## src/rtl/alu_pkg.sv

```systemverilog
// Shared ALU definitions: opcode encodings, status-flag bit positions and the
// result-stage entry layout.
package alu_pkg;

  localparam logic [2:0] OP_ADD  = 3'b000;
  localparam logic [2:0] OP_SUB  = 3'b001;
  localparam logic [2:0] OP_MUL  = 3'b010;
  localparam logic [2:0] OP_DIV  = 3'b011;
  localparam logic [2:0] OP_OR   = 3'b100;
  localparam logic [2:0] OP_AND  = 3'b101;
  localparam logic [2:0] OP_NOT1 = 3'b110;
  localparam logic [2:0] OP_NOT2 = 3'b111;

  localparam int FLAG_Z = 0;
  localparam int FLAG_N = 1;
  localparam int FLAG_C = 2;
  localparam int FLAG_D = 3;

  localparam int ALU_RES_W = 32;

  typedef struct packed {
    logic [2:0]           opcode;
    logic [ALU_RES_W-1:0] result;
    logic [3:0]           flags;
  } alu_entry_t;

endpackage

```

## src/rtl/alu_flag_gen.sv

```systemverilog
// Derives {D, C, N, Z} for one ALU result and forces the result to zero on a
// divide-by-zero.
module alu_flag_gen
  import alu_pkg::*;
#(
  parameter int RES_W = 32
) (
  input  logic [2:0]       opcode,
  input  logic [RES_W-1:0] result,
  input  logic             div0,
  output logic [RES_W-1:0] forced_result,
  output logic [3:0]       flags
);

  always_comb begin
    forced_result = result;
    flags         = '0;
    flags[FLAG_D] = div0 && (opcode == OP_DIV);
    if (flags[FLAG_D]) forced_result = '0;
    flags[FLAG_Z] = (forced_result == '0);
    flags[FLAG_N] = forced_result[RES_W-1];
    // Bit 16 is the carry (add) or borrow (sub) out of the 16-bit datapath.
    flags[FLAG_C] = ((opcode == OP_ADD) || (opcode == OP_SUB)) && forced_result[16];
  end

endmodule

```

## src/rtl/alu_result_stage.sv

```systemverilog
// Registered ALU output stage: flags computed at push, entries buffered in a
// small FIFO, saturating divide-by-zero counter for debug readout.
module alu_result_stage
  import alu_pkg::*;
#(
  parameter int DEPTH = 4,
  parameter int RES_W = 32
) (
  input  logic                         clk,
  input  logic                         rst,
  input  logic                         in_valid,
  output logic                         in_ready,
  input  logic [2:0]                   in_opcode,
  input  logic [RES_W-1:0]             in_result,
  input  logic                         in_div0,
  output logic                         out_valid,
  input  logic                         out_ready,
  output logic [RES_W-1:0]             out_result,
  output logic [2:0]                   out_opcode,
  output logic [3:0]                   out_flags,
  output logic [$clog2(DEPTH+1)-1:0]   count,
  output logic [7:0]                   div0_cnt
);

  localparam int PTR_W = $clog2(DEPTH);
  localparam int CNT_W = $clog2(DEPTH+1);

  typedef struct packed {
    logic [2:0]       opcode;
    logic [RES_W-1:0] result;
    logic [3:0]       flags;
  } slot_t;

  slot_t            mem [DEPTH];
  logic [PTR_W-1:0] wr_ptr;
  logic [PTR_W-1:0] rd_ptr;
  logic             push;
  logic             pop;
  logic [RES_W-1:0] gen_result;
  logic [3:0]       gen_flags;

  alu_flag_gen #(.RES_W(RES_W)) u_flag_gen (
    .opcode        (in_opcode),
    .result        (in_result),
    .div0          (in_div0),
    .forced_result (gen_result),
    .flags         (gen_flags)
  );

  // Handshake: a beat transfers on an edge where valid && ready. in_ready and
  // out_valid depend only on registered count, so neither side has a
  // combinational path to the other; a full FIFO refuses pushes even when
  // the head pops in the same cycle.
  assign in_ready  = (count != CNT_W'(DEPTH));
  assign out_valid = (count != '0);
  assign push      = in_valid && in_ready;
  assign pop       = out_valid && out_ready;

  assign out_result = mem[rd_ptr].result;
  assign out_opcode = mem[rd_ptr].opcode;
  assign out_flags  = mem[rd_ptr].flags;

  always_ff @(posedge clk) begin
    if (rst) begin
      count    <= '0;
      wr_ptr   <= '0;
      rd_ptr   <= '0;
      div0_cnt <= '0;
      for (int i = 0; i < DEPTH; i++) mem[i] <= '0;
    end else begin
      if (push) begin
        mem[wr_ptr] <= '{opcode: in_opcode, result: gen_result, flags: gen_flags};
        wr_ptr      <= wr_ptr + PTR_W'(1);
        if (gen_flags[FLAG_D] && (div0_cnt != 8'hFF)) div0_cnt <= div0_cnt + 8'd1;
      end
      if (pop) rd_ptr <= rd_ptr + PTR_W'(1);
      case ({push, pop})
        2'b10:   count <= count + CNT_W'(1);
        2'b01:   count <= count - CNT_W'(1);
        default: count <= count;
      endcase
    end
  end

endmodule

```

## config.mk

```make
export PLATFORM = sky130hd
export DESIGN_NAME = alu_result_stage
export DESIGN_NICKNAME = d
export VERILOG_FILES = /design/src/rtl/alu_pkg.sv /design/src/rtl/alu_flag_gen.sv /design/src/rtl/alu_result_stage.sv
export SDC_FILE = /design/constraint.sdc
export NUM_CORES = 1
export LEC_CHECK = 0
export BUFFER_PORTS_ARGS = -buffer_cell sky130_fd_sc_hd__buf_2
export CAP_MARGIN = 20
export CORE_MARGIN = 1.5
export CORE_UTILIZATION = 40
export CTS_CLUSTER_DIAMETER = 100
export DETAILED_ROUTE_END_ITERATION = 6
export GPL_TIMING_DRIVEN = 0
export PLACE_DENSITY = 0.61
export REMOVE_ABC_BUFFERS = 1
export SYNTH_ARGS = -nofsm -noshare
export SYNTH_HDL_FRONTEND = slang
export SYNTH_SLANG_ARGS = --single-unit
```

## constraint.sdc

```tcl
create_clock -name clk -period 6.5 [get_ports clk]
set_clock_uncertainty 0.1 [all_clocks]
set_input_delay 0.325 -clock clk [delete_from_list [all_inputs] [get_ports clk]]
set_output_delay 0.325 -clock clk [all_outputs]
set_load 0.05 [all_outputs]
```

Word level (Yosys, flattened, before mapping)
Memory sizes are Yosys's and may differ from the RTL's. A register that Yosys moved wholly into a read port is not among the register bits. Cells that the tools add are included.

Register bits: 15. Bits in latches: 0. Bits in writable memories: 156. Memory bits (read-only): 0. Bits of input ports: 40. Output and inout bits: 52. Memories kept: 1.

Add/sub/neg operators: 5. Multiply operators: 0. Divide/modulo/power cells: 0. $lt $le $gt $ge: 0. Equality and inequality tests: 6. Shift operators: 0. Muxes and demuxes: 12. Bitwise logic cells: 0. Reductions and logical operators: 12.

Memory list: mem (depth 4, width 39, rd ports 1, clocked after memory_dff 1, write ports 4, line alu_result_stage.sv:34) `slot_t mem [DEPTH];`.

Operators with widths (count): two-way mux 39 bit (1); OR reduction 39 bit (1); logical NOT 32 bit (1); two-way mux 32 bit (1); adder 8 x 1 -> 8 bit, second input constant (1); inequality test 8 bit, second input constant (1); two-way mux 1 bit (6); two-way mux 2 bit (3); one-hot mux 3 bit (2 select lines) (1); logical AND 1 bit (5); adder 2 x 1 -> 2 bit, second input constant (2); adder 3 x 1 -> 3 bit, second input constant (1); equality test 3 x 1 -> 1 bit, second input constant (1); equality test 3 x 2 -> 1 bit, second input constant (1); logical NOT 3 bit (1); inequality test 3 bit, second input constant (1); nonzero test 3 bit (1); subtractor 3 x 1 -> 3 bit, second input constant (1); equality test 2 x 1 -> 1 bit, second input constant (1); equality test 2 bit, second input constant (1); AND reduction 2 bit (1); nonzero test 2 bit (1); logical OR 1 bit (1).

Longest topological paths before layout
Word-level depth: 7. Depth in mapped cells: 9. Mapped depth without buffers: 8.

Modules after synthesis
Synthesis repeated with hierarchy kept, for this count alone.

Cells, all modules: 524. Area, all modules: 8041.5 um^2.

By module, submodules not included: alu_result_stage (times used 1, cells each 474, area an instance 7597.3 um^2, sequential area each 5024.8 um^2); alu_flag_gen (times used 1, cells each 50, area an instance 444.2 um^2, sequential area each 0.0 um^2).

Least setup slack after synthesis
OpenSTA, ideal clock, no wires.

Path type: register -> register. Start point: reg count[0]. End point: mem mem[1][0] (netlist name), enable pin. Arrival: 2.488 ns. Required time: 5.999 ns. Path slack: 3.510 ns. Cell stages (with the launch flop): 6. Clock period less this slack: 2.990 ns. Cells stage by stage: dfxtp_1 -> or3b_1 -> buf_6 -> nand3b_4 -> or3b_4 -> nand2b_1.

RTL lines: start, declared (line alu_result_stage.sv:21) `output logic [$clog2(DEPTH+1)-1:0] count,`; start signal, assigned (line alu_result_stage.sv:78) `2'b10: count <= count + CNT_W'(1);`; start signal, assigned (line alu_result_stage.sv:79) `2'b01: count <= count - CNT_W'(1);`; start signal, assigned (line alu_result_stage.sv:80) `default: count <= count;`; end, declared (line alu_result_stage.sv:34).

==> impl_results.md <==
* Root buffer cell: clkbuf_16
* Routed via count at 4458
* Final setup viols at 0
* Detailed Routing Iterations Pass 1 at 4
* GRT overflow at 0
* Fin crit share at 52.3%
* Final Hold Fails at 0
* Worst R2R Setup Slack at 3100 ps
* Crit Path Class: reg -> reg
* Crit path max fanout at 41
* Power Dens Cells at 390 nW/um^2
* Max-cap viol count at 0
* R2R depth at 5
* Top post-synthesis cells by area: edfxtp_1, mux4_2, nor2_1
* CTS resizes at 0
* Die Ht at 138 um
* Reg-to-Reg Start: count[0]
* Filler Cell Count at 1588
* Multi-input logic area at 2200 sq um
* Status: complete, no violations
* Syn_area_per_cell at 14.2 sq um
* Critical Path RT at 6570 ps
* Worst Setup EP: mem[1][4]
* Die width at 138 um
* DRC Markers at 0
* Layout cells sized above 1 at 32.5%
* Total CTS buffers at 17
* Most frequent cells in the layout: edfxtp_1, nor2_1, buf_2, mux4_2, nand2_1
* Post-DR wirelength/cell at 19.5 um
* DRT iter0 DRCs at 314
* First-pass GRT wire length at 25700 um
* Hold Path Class: in -> reg
* EDFF count, synth at 152
* CTS tree: done
* Hold_sp: in_result[31]
* Syn. warnings at 0
* Final HPWL DP at 9680 um
* Register area share after synthesis at 66.9%
* GP Congestion at 0.759
* Antenna violations before repair at 0
* Die Area at 19200 sq um
* M2 GR Usage at 29.4%
* Worst Tran Pin Value at 833 ps
* Clk_lat worst skew at 420 ps
* Vias per cell at 5.29
* Met1 Track Usage GR at 22.4%
* Flops & latches, synth at 169
* Max IR drop VDD at 0.258 mV
* Critical Path Sink Type: flop
* Core area at 18000 sq um
* Num Clock Sinks at 169
* Number of I/O pins at 92
* Synth Instances at 515
* Area delta synth->final at 17.5%
* Final Net Count at 643
* RSZ-0062 raised after global routing: false
* CP startpoint kind: flop
* Setup Fix Bufs, Post-CTS at 0
* Met3 Resource Use GR at 6.10%
* Ys async rst share at 0%
* Mapped Area at 7330 sq um
* Main synth FF type: edfxtp_1
* Initial cell density of the core at 40.8%
* Worst slack at placement at 3030 ps
* Gr busiest metal: met2
* Hold-fix buffers, CTS at 0
* Most common cell after layout, fill and taps aside: edfxtp_1
* Largest net degree at the start of global routing at 42
* Top-area cell type share of the netlist area at 62.3%
* Diodes inserted at 0
* Largest area contributor in the netlist: edfxtp_1
* Pleak at 0.00328 uW
* Clk slew on worst S/H paths at 70 ps
* Setup tns final at 0 ps
* CTS Buffer Depth at 2
* Fmax at 0.294 GHz
* Max-slew headroom at 44.4%
* Slew Viols, Final at 0
* H-Tree Depth at 4
* Post-synthesis cell type count at 44
* CP Launch Point: count[0]
* Clock period minus worst slack at 3400 ps
* Register area at 4910 sq um
* PortBufs at 91
* Vias in the first global route at 4703
* Worst EP arrival at 3470 ps
* Row Count at 49
* All-Layer GR Usage at 17.8%
* Detailed Route WL at 16400 um
* Setup WS post-layout at 3100 ps
* Detail Route Antenna Nets at 0
* Reg2Reg Capture Point: mem[1][4]
==> cell families after synthesis <==
group / after synthesis / synth area share, %
AOI/OAI and AO/OA: 19 / 1.66
xor gates and xnor gates: 6 / 0.717
adders and majority gates: 3 / 0.614
buffers and inverters: 40 / 3.24
DFF: 169 / 66.9
muxes: 39 / 11.8
and+or+nand+nor: 239 / 15.1
==> critical path, cell delays in order (launching register included) <==
cell and delay (ps):
dfxtp_1 360, or3b_1 540, nand3b_4 540, or3b_4 790, nand2b_2 470, buf_12 320
==> through the flow <==
stage | power [uW] | cell area (sq um) | hold slack [ps] | utilization [%] | std cells
after CTS | 3390 | 8610 | 177 | 47.9 | 842
after floorplan | 2140 | 7120 | 294 | - | 482
final | 3360 | 8610 | 188 | 47.9 | 842
after detailed placement | 2400 | 8030 | 392 | 44.7 | 810
after global placement | 2380 | 7860 | 373 | 43.8 | 802
after global routing | 3490 | 8610 | 193 | 47.9 | 842
==> area by class of cell <==
type | instances | share of cell area [%]
Clock buffer | 18 | 4.98
Tap cell | 229 | 3.33
Clock inverter | 14 | 1.80
Inverter | 7 | 0.305
Sequential cell | 169 | 57.0
Timing Repair Buffer | 99 | 7.03
Multi-Input combinational cell | 306 | 25.5
==> sequential cells by signal (all words and copies together), names as in the netlist, named ones only <==
signal	flops
count	3
wr_ptr	2
div0_cnt	8
mem	152
rd_ptr	2
==> metal layers <==
layer	wire, um	vias up
li1	-	2060
met1	6620	2229
met2	8270	157
met3	1360	12
met4	142	0
met5	0	-
==> where the power goes <==
group | switching (uW) | total [uW] | internal, uW | leakage (uW)
clock network | 404 | 1000 | 599 | 0.000275
logic | 638 | 941 | 303 | 0.00129
registers | 108 | 1410 | 1300 | 0.00172
total | 1150 | 3360 | 2210 | 0.00328
==> worst min path at each step <==
stage | slack (ps) | end | cells past startpoint
final | 190 | mem[3][35] | 3
after global routing | 190 | mem[3][4] | 3
after CTS | 180 | mem[3][4] | 3
after detailed placement | 390 | div0_cnt[6] | 2
after global placement | 370 | div0_cnt[6] | 2
after floorplan | 290 | count[2] | 1
==> cell usage after synthesis, types with 3 or more instances <==
cell type / instances
edfxtp_1: 152
nor2_1: 138
mux4_2: 38
nand2_1: 37
nor2_2: 20
dfxtp_1: 17
buf_2: 13
buf_6: 9
nor4_1: 9
a21oi_1: 8
clkbuf_1: 8
inv_1: 7
nand3_1: 6
xor2_1: 5
or3_1: 4
nand2b_1: 3
nor3b_1: 3
o21ai_0: 3
or4_1: 3
Note: power is estimated with default switching activity, not from simulation.
